==> config.mk <==
export PLATFORM = sky130hd
export DESIGN_NAME = datamem_arbiter
export DESIGN_NICKNAME = d
export VERILOG_FILES = /design/src/rtl/datamem_arbiter_pkg.sv /design/src/rtl/datamem_arbiter_rr_pick2.sv /design/src/rtl/datamem_arbiter.sv
export SDC_FILE = /design/constraint.sdc
export NUM_CORES = 1
export LEC_CHECK = 0
export CORE_MARGIN = 3
export CORE_UTILIZATION = 45
export CTS_BUF_LIST = sky130_fd_sc_hd__clkbuf_8
export CTS_CLUSTER_DIAMETER = 200
export CTS_CLUSTER_SIZE = 28
export DETAILED_ROUTE_END_ITERATION = 16
export PLACE_DENSITY = 0.95
export SLEW_MARGIN = 20
export SYNTH_ARGS = -nofsm -noshare
export SYNTH_HDL_FRONTEND = slang
export SYNTH_SLANG_ARGS = --single-unit
==> constraint.sdc <==
create_clock -name clk -period 4.8 [get_ports clk]
set_input_delay 0.96 -clock clk [delete_from_list [all_inputs] [get_ports clk]]
set_output_delay 0.96 -clock clk [all_outputs]
set_load 0.02 [all_outputs]
==> src/rtl/datamem_arbiter_pkg.sv <==
// Shared definitions for the data-memory arbiter: FSM encoding, port count,
// counter widths and a saturating-increment helper.
// Width macros WORD_SIZE / BLOCK_SIZE normally come from the surrounding
// codebase; fallbacks are provided so the block builds on its own.
`ifndef WORD_SIZE
`define WORD_SIZE 16
`endif
`ifndef BLOCK_SIZE
`define BLOCK_SIZE 32
`endif

package datamem_arbiter_pkg;

   localparam int NUM_PORTS = 2;
   localparam int CNT_W     = 4;   // holds MEM_LAT-1 for MEM_LAT in 1..15
   localparam int STAT_W    = 32;

   typedef enum logic [2:0] {
      ARB_IDLE    = 3'd0,
      ARB_ISSUE   = 3'd1,
      ARB_HOLD    = 3'd2,
      ARB_RELEASE = 3'd3,
      ARB_FLUSH   = 3'd4
   } arb_state_e;

   // Increment that sticks at all-ones instead of wrapping.
   function automatic logic [STAT_W-1:0] sat_inc(input logic [STAT_W-1:0] v);
      return (v == '1) ? v : v + 1'b1;
   endfunction

endpackage

==> src/rtl/datamem_arbiter_rr_pick2.sv <==
// Two-input round-robin grant: the port named by ptr wins when it is valid,
// otherwise the other port wins if valid. Grant is one-hot or zero.
module datamem_arbiter_rr_pick2 (
   input  logic [1:0] valid,
   input  logic       ptr,
   output logic [1:0] grant
);

   // Preferred port first, then the alternate.
   always_comb begin
      grant = '0;
      if (valid[ptr]) begin
         grant[ptr] = 1'b1;
      end else if (valid[~ptr]) begin
         grant[~ptr] = 1'b1;
      end
   end

endmodule

==> src/rtl/datamem_arbiter.sv <==
// Two-port round-robin arbiter/sequencer for the block data memory.
// One access at a time: IDLE (arbitrate) -> ISSUE (strobe up) -> HOLD
// (MEM_LAT cycles, read captured on the last) -> RELEASE (strobe down,
// response pulse). A halt drains to FLUSH, which is terminal until rst.
// Optional build macro DATAMEM_ARB_STATS_EN adds per-port read/write counters.
//
// Handshake: a request on port i is taken in the cycle where
// req_valid[i] & req_ready[i]; the requester holds its signals stable until
// then. resp_valid[i] is a single-cycle completion pulse with no back-pressure.
module datamem_arbiter
   import datamem_arbiter_pkg::*;
#(
   parameter int ADDR_W  = `WORD_SIZE,
   parameter int BLK_W   = `BLOCK_SIZE,
   parameter int MEM_LAT = 1
) (
   input  logic                 clk,
   input  logic                 rst,
   input  logic [1:0]           req_valid,
   input  logic [1:0]           req_we,
   input  logic [2*ADDR_W-1:0]  req_addr,
   input  logic [2*BLK_W-1:0]   req_wdata,
   output logic [1:0]           req_ready,
   output logic [1:0]           resp_valid,
   output logic [2*BLK_W-1:0]   resp_data,
   input  logic                 halt,
   output logic                 halt_done,
   output logic [ADDR_W-1:0]    mem_addr,
   output logic                 mem_readable,
   output logic                 mem_writable,
   output logic [BLK_W-1:0]     mem_write,
   input  logic [BLK_W-1:0]     mem_out1,
   input  logic [BLK_W-1:0]     mem_out2,
   output logic                 mem_flush,
`ifdef DATAMEM_ARB_STATS_EN
   output logic [2*STAT_W-1:0]  stat_rd,
   output logic [2*STAT_W-1:0]  stat_wr,
`endif
   output logic [2:0]           dbg_state
);

   arb_state_e            state_q, state_d;
   logic                  ptr_q, ptr_d;
   logic                  port_q, port_d;
   logic                  we_q, we_d;
   logic [ADDR_W-1:0]     addr_q, addr_d;
   logic [BLK_W-1:0]      wdata_q, wdata_d;
   logic [CNT_W-1:0]      cnt_q, cnt_d;
   logic [2*BLK_W-1:0]    resp_data_q, resp_data_d;
   logic [1:0]            grant;

   datamem_arbiter_rr_pick2 u_pick (
      .valid (req_valid),
      .ptr   (ptr_q),
      .grant (grant)
   );

   // Next-state, request latching and strobe/handshake outputs.
   always_comb begin
      state_d      = state_q;
      ptr_d        = ptr_q;
      port_d       = port_q;
      we_d         = we_q;
      addr_d       = addr_q;
      wdata_d      = wdata_q;
      cnt_d        = cnt_q;
      resp_data_d  = resp_data_q;
      req_ready    = '0;
      resp_valid   = '0;
      mem_readable = 1'b0;
      mem_writable = 1'b0;
      mem_flush    = 1'b0;
      halt_done    = 1'b0;
      case (state_q)
         ARB_IDLE: begin
            // Halt wins over any new request.
            if (halt) begin
               state_d = ARB_FLUSH;
            end else if (grant != 2'b00) begin
               req_ready = grant;
               port_d    = grant[1];
               we_d      = req_we[grant[1]];
               addr_d    = grant[1] ? req_addr[2*ADDR_W-1:ADDR_W] : req_addr[ADDR_W-1:0];
               wdata_d   = grant[1] ? req_wdata[2*BLK_W-1:BLK_W] : req_wdata[BLK_W-1:0];
               state_d   = ARB_ISSUE;
            end
         end
         ARB_ISSUE: begin
            mem_readable = ~we_q;
            mem_writable = we_q;
            cnt_d        = CNT_W'(MEM_LAT - 1);
            state_d      = ARB_HOLD;
         end
         ARB_HOLD: begin
            mem_readable = ~we_q;
            mem_writable = we_q;
            if (cnt_q == '0) begin
               if (!we_q) begin
                  resp_data_d = {mem_out1, mem_out2};
               end
               state_d = ARB_RELEASE;
            end else begin
               cnt_d = cnt_q - 1'b1;
            end
         end
         ARB_RELEASE: begin
            // Strobes are low here, giving the memory its low phase.
            resp_valid = port_q ? 2'b10 : 2'b01;
            ptr_d      = ~port_q;
            state_d    = halt ? ARB_FLUSH : ARB_IDLE;
         end
         ARB_FLUSH: begin
            mem_flush = 1'b1;
            halt_done = 1'b1;
         end
         default: begin
            state_d = ARB_IDLE;
         end
      endcase
   end

   // State and latched-request registers.
   always_ff @(posedge clk) begin
      if (rst) begin
         state_q     <= ARB_IDLE;
         ptr_q       <= 1'b0;
         port_q      <= 1'b0;
         we_q        <= 1'b0;
         addr_q      <= '0;
         wdata_q     <= '0;
         cnt_q       <= '0;
         resp_data_q <= '0;
      end else begin
         state_q     <= state_d;
         ptr_q       <= ptr_d;
         port_q      <= port_d;
         we_q        <= we_d;
         addr_q      <= addr_d;
         wdata_q     <= wdata_d;
         cnt_q       <= cnt_d;
         resp_data_q <= resp_data_d;
      end
   end

   assign mem_addr  = addr_q;
   assign mem_write = wdata_q;
   assign resp_data = resp_data_q;
   assign dbg_state = state_q;

`ifdef DATAMEM_ARB_STATS_EN
   logic [1:0][STAT_W-1:0] stat_rd_q, stat_rd_d;
   logic [1:0][STAT_W-1:0] stat_wr_q, stat_wr_d;

   // Count each completed access against its port and direction.
   always_comb begin
      stat_rd_d = stat_rd_q;
      stat_wr_d = stat_wr_q;
      if (state_q == ARB_RELEASE) begin
         if (we_q) begin
            stat_wr_d[port_q] = sat_inc(stat_wr_q[port_q]);
         end else begin
            stat_rd_d[port_q] = sat_inc(stat_rd_q[port_q]);
         end
      end
   end

   // Statistics registers.
   always_ff @(posedge clk) begin
      if (rst) begin
         stat_rd_q <= '0;
         stat_wr_q <= '0;
      end else begin
         stat_rd_q <= stat_rd_d;
         stat_wr_q <= stat_wr_d;
      end
   end

   assign stat_rd = stat_rd_q;
   assign stat_wr = stat_wr_q;
`endif

endmodule

; ---- After elaboration in Yosys (flattened, before gate mapping)
; Index checks and enable logic that the tools add are counted.
[word_totals]
reg_bits = 122
latchBits = 0
ramBits = 0
mem_bits_ro = 0
in_bits = 167
out_inout_bits = 123
word_cells = 66
memories = 0
[op_classes]
add_sub_neg = 1
mul = 0
div_mod_pow = 0
order_cmp = 5
eq_ne = 7
shift = 0
n_mux = 29
n_bitwise = 5
reduce_logical = 11
[ops]
columns = cell, n
row1 = $mux W32, 1
row2 = $mux W16, 1
row3 = $pmux W3 S5, 1
row4 = $mux W2, 7
row5 = $mux W3, 4
row6 = $mux W1, 11
row7 = $reduce_and A3 Y1, 3
row8 = $pmux W4 S2, 1
row9 = $eq A3 B2 Y1 const B, 2
row10 = $lt A1 B2 Y1 const B, 3
row11 = $not A1 Y1, 5
row12 = $logic_not A4 Y1, 1
row13 = $mux W4, 1
row14 = $ne A2 B2 Y1 const B, 2
row15 = $reduce_bool A2 Y1, 2
row16 = $sub A4 B1 Y4 const B, 1
row17 = $eq A3 B1 Y1 const B, 1
row18 = $eq A3 B3 Y1 const B, 1
row19 = $logic_not A3 Y1, 1
row20 = $ne A3 B3 Y1 const B, 1
row21 = $demux W1 S1, 2
row22 = $ge A1 B1 Y1 const B, 2
row23 = $logic_and A1 B1 Y1, 2
row24 = $reduce_and A2 Y1, 1
row25 = $reduce_or A2 Y1, 1

; ---- Logic depth before layout (Yosys ltp)
[depth]
depth_word = 11
depth_mapped = 7
mapped_depth_nobuf = 5

; ---- Cells and area by module
; From an unflattened synthesis, not the netlist that was laid out.
[unflattened]
cells_unflattened = 571
hier_area_um2 = 5686.7
[modules_own_cells]
columns = mod, n_inst, cells_each, area_each_um2, seq_area_each_um2
row1 = datamem_arbiter, 1, 568, 5667.9, 2442.3
row2 = datamem_arbiter_rr_pick2, 1, 3, 18.8, 0.0

; ---- Worst setup path after synthesis
; Ideal clock, no wire load.
[synth_timing]
path_kind = input port to output port
from = input port req_valid[1]
to = output port req_ready[1]
arrival_ps = 1933
required_time_ps = 3840
path_slack_ps = 1907
path_stages = 4
n_path_buf = 2
cell_sequence = buf_2 -> inv_1 -> clkbuf_1 -> nor3b_1
[synth_between]
elab_chain_cells = 8
elab_cells_between_ends = 10
classes_between = 9 x mux / 1 x reduce/logical
[synth_lines]
columns = item, line
row1 = "start, declared", datamem_arbiter.sv:19  ; input logic [1:0] req_valid,
row2 = $mux W1 (not written as such) (2 in series), datamem_arbiter_rr_pick2.sv:14  ; end else if (valid[~ptr]) begin
row3 = $mux W2, datamem_arbiter_rr_pick2.sv:14
row4 = $mux W2 *, datamem_arbiter_rr_pick2.sv:12  ; if (valid[ptr]) begin
row5 = $reduce_bool A2 Y1, datamem_arbiter.sv:79  ; end else if (grant != 2'b00) begin
row6 = $mux W2 *, datamem_arbiter.sv:79
row7 = $mux W2 *, datamem_arbiter.sv:77  ; if (halt) begin
row8 = $mux W2 *, datamem_arbiter.sv:74  ; case (state_q)
row9 = "end, declared", datamem_arbiter.sv:23  ; output logic [1:0] req_ready,
; Every way passes the cells marked *; elsewhere a longest branch is shown, timed or not. The select of a mux whose other input is x is not followed.

; ---- Worst setup path after layout
[layout_timing]
from = input port halt
to = output port req_ready[1]
[layout_between]
elab_chain_cells = 2
[layout_lines]
columns = item, line
row1 = "start, declared", datamem_arbiter.sv:26  ; input logic halt,
row2 = $mux W2, datamem_arbiter.sv:77
row3 = $mux W2, datamem_arbiter.sv:74
; No other way between the ends.

==> results.md <==
- Complex-gate fraction of the synthesized area: 24.7%
- Buffer levels on the longest clock path: 2
- Crit end category: output pin
- WL/cell: 18.4 um
- Share of the synthesized netlist area taken by xor and xnor gates: 0.154%
- Setup crit start kind: input pin
- Count of vias placed by the detailed router: 5975
- Yosys synthesis warning count: 0
- Floorplan row count: 40
- Number of primary I/O pins: 290
- Maximum number of pins on one net before global-route repair: 90
- Total routing resource utilization after global routing: 27.0%
- Number of global-route vias before repair: 5875
- Number of cells on the worst reg-to-reg path: 4
- Overflow left after global routing: 0
- Hold Crit Depth: 2
- Layout overhead on the synthesized area: 56.3%
- Met2 wire length: 9.65 mm
- Internal portion of total power: 0.00200 W
- Number of iterations in the first detailed-routing pass: 5
- Number of antenna violations at the first check in global routing: 0
- Unique masters post-synth: 41
- Type of the worst min-delay path: reg2reg
- Layout net count: 1054
- Final antenna diode count: 0
- Most frequent cells in the layout: clkdlybuf4s50_1 (287), dfxtp_1 (121), nand2_1 (119)
- Clk slew on worst S/H paths: 0.06 ns
- Number of standard cells in the layout, taps in and fillers out: 1065
- Max Transition Viols Final: 0
- Final clock skew: 0.00991 ns
- Tcrit/Tclk final: 77.5%
- Worst path arrival time: 2.76 ns
- Fin. Hold Viols: 0
- Sequential Power Share: 40.8%
- Weighted congestion at the end of routability-driven global placement: 0.808
- Detailed route wirelength on metal3: 2.34 mm
- Arithmetic-cell share of the synthesized area counting full adders, half adders and majority gates: 0.441%
- Combinational share of power: 24.3%
- Leading area contributor after synthesis: dfxtp_1
- Die area: 14000 um^2
- Slew @ Worst Pin: 1.08 ns
- Clock Tree Root: clkbuf_8
- Hold path startpoint: resp_data[63]
- Worst path cell trace: clkdlybuf4s50_1 > nor4_4 > nor3b_1 > clkdlybuf4s50_1
- Delay of the slowest cell on the worst path: 0.68 ns
- First-iteration detailed-routing DRC count: 543
- Fraction of layout instances using a drive strength above 1: 5.57%
- Final setup vio count: 0
- Starting density of the core: 46.7%
- Area share of the largest cell type after synthesis: 43.0%
- Combinational family with the most area after synthesis: compound AO/OA/AOI/OAI gates
- Most frequent cell on the critical path: clkdlybuf4s50_1
- Mean area per synthesized cell: 8.84 um^2
- H-tree depth: 4
- Master of the slowest instance on the critical path: clkdlybuf4s50_1
- Simple-Gate Fraction of Synth Area: 12.8%
- Rel. slew slack: 28.3%
- IO buf count: 289
- Flops & latches, synth: 122
- Power per cell area: 314 nW/um^2
- Die height: 118 um
- Worst reg2reg setup slack: 2.02 ns
- Reg2Reg Capture Point: mem_write[24]
- Post-detailed-route count of antenna-violating nets: 0
- Max Cap Violations: 0
- Number of nets produced by synthesis: 811
- Largest cells by area after synthesis: dfxtp_1 (43%), mux2i_1 (11%), nand2_1 (7.9%)
- Fraction of registers with async set or reset after synthesis: 0%
- Status: complete, no violations
- Fraction of power spent switching nets: 28.2%
- Clock net sink count: 122
- Post-CTS Resized: 0
- Sum of net half-perimeters after detailed placement: 13.4 mm
- Top routing layer used: met4
- Power share of the clock group: 34.8%
- Netlist Area Pre-Place: 5680 um^2
- Routed vias/inst: 5.61
- Detailed-route DRC error count: 0
- Required @ worst endpoint: 3.84 ns
- Reg-to-Reg Start: dbg_state[0]
- P_sw: 0.000785 W
- Highest attainable clock frequency: 269 MHz
- Die Wd: 118 um
- Share of the core filled with cells: 72.9%
- Worst hold margin: 0.456 ns
- Min Tclk post-route: 3.72 ns
- Cts hold-fix bufs: 0
- Synthesized netlist cell count: 642
- Prevailing post-synth register cell: dfxtp_1
- CTS tree: done
- Total negative slack: 0 ns
- Crit path max fanout: 3
- Wl on met1: 7.16 mm
- Core Area: 12200 um^2
- Portion of the post-synthesis area used by sequential elements: 43.0%
- Wire length of the first global-routing pass: 30.5 mm
- Min-Delay Endpoint: resp_data[63]
- CTS Buf Count: 17
- Static Leak: 3.01 nW
- Category of the critical setup timing path: in2out
- Final WL: 19.6 mm
- Clk Latency, worst-skew pair: 0.42 ns
- Post-Place Cells: 1034
- Share of cell area taken by muxes after synthesis: 11.3%
- Commonest non-fill, non-tap cell in the layout: clkdlybuf4s50_1
- Number of flops mapped to enable cells by yosys: 0
- Peak supply drop: 0.203 mV
- Unrepaired setup endpoints after global routing: false
- Buffers inserted during post-CTS setup optimization: 0
[layout make-up]
class | count | area, um^2
multi-input cells | 439 | 2810
clock inverters | 9 | 120
flip-flops and latches | 122 | 2440
clock buffers | 22 | 303
repair buffers | 299 | 2960
inverters | 6 | 25.0
well taps | 168 | 210
fillers | 874 | 3290
[how the worst max path moves through the flow]
stage	cells past startpoint	startpoint	to
floorplan	4	req_valid[1]	req_ready[1]
global placement	4	halt	req_ready[1]
detailed placement	4	halt	req_ready[1]
CTS	4	halt	req_ready[1]
global route	4	halt	req_ready[1]
finish	4	halt	req_ready[1]
[state kept, by name, summed over array words and instances (netlist names)]
name,flops
port_q,1
ptr_q,1
resp_data,64
mem_addr,16
cnt_q,4
dbg_state,3
mem_write,32
we_q,1
[metrics by stage]
stage	total power, W	setup slack, ns	cell area [um^2]
2_1_floorplan	0.00150	1.91	5680
4_1_cts	0.00280	1.08	8870
3_3_place_gp	0.00182	1.17	8450
3_5_place_dp	0.00183	1.11	8450
6_report	0.00279	1.08	8870
5_1_grt	0.00290	1.02	8870
[Yosys cell counts, types with 2 or more instances]
cell,instances
nand2b_1,11
a311oi_1,49
a21oi_1,53
nor2b_1,2
nor4_1,2
nand3_1,3
mux2i_1,64
o211a_1,2
o21ai_0,50
dfxtp_1,122
o211ai_1,50
buf_12,6
buf_6,2
o21a_1,4
nor3_1,4
nand2_1,119
nor2_1,3
and2_1,2
ha_1,2
nor3b_1,3
clkbuf_1,56
buf_2,10
inv_1,5
[cells by family (layout without fill, tap and decap cells)]
kind of cell / Yosys count / after routing
AO/OA/AOI/OAI: 212 / 212
AND/OR/NAND/NOR: 160 / 160
flip-flops: 122 / 122
buffers and inverters: 81 / 336
multiplexers: 64 / 64
adder cells (fa/ha/maj): 2 / 2
XOR/XNOR: 1 / 1
[per-layer routing]
metal	vias up	global-route usage, %
met5	-	0
met4	0	10.3
met3	43	10.8
met2	339	46.6
met1	2768	29.8
li1	2825	-
[worst max-delay path: cells and delay by family]
| kind | cells | cell delay, ns |
|---|---|---|
| AND/OR/NAND/NOR | 2 | 0.63 |
| buffers and inverters | 2 | 1.16 |
[power by group through the flow]
stage	logic, W	registers (W)	clock network (W)
finish	0.000678	0.00114	0.000970
detailed placement	0.000675	0.00116	0
CTS	0.000680	0.00114	0.000983
floorplan	0.000266	0.00123	0
global placement	0.000663	0.00115	0
global route	0.000723	0.00114	0.00103
Note: power is estimated with default switching activity, not from simulation.
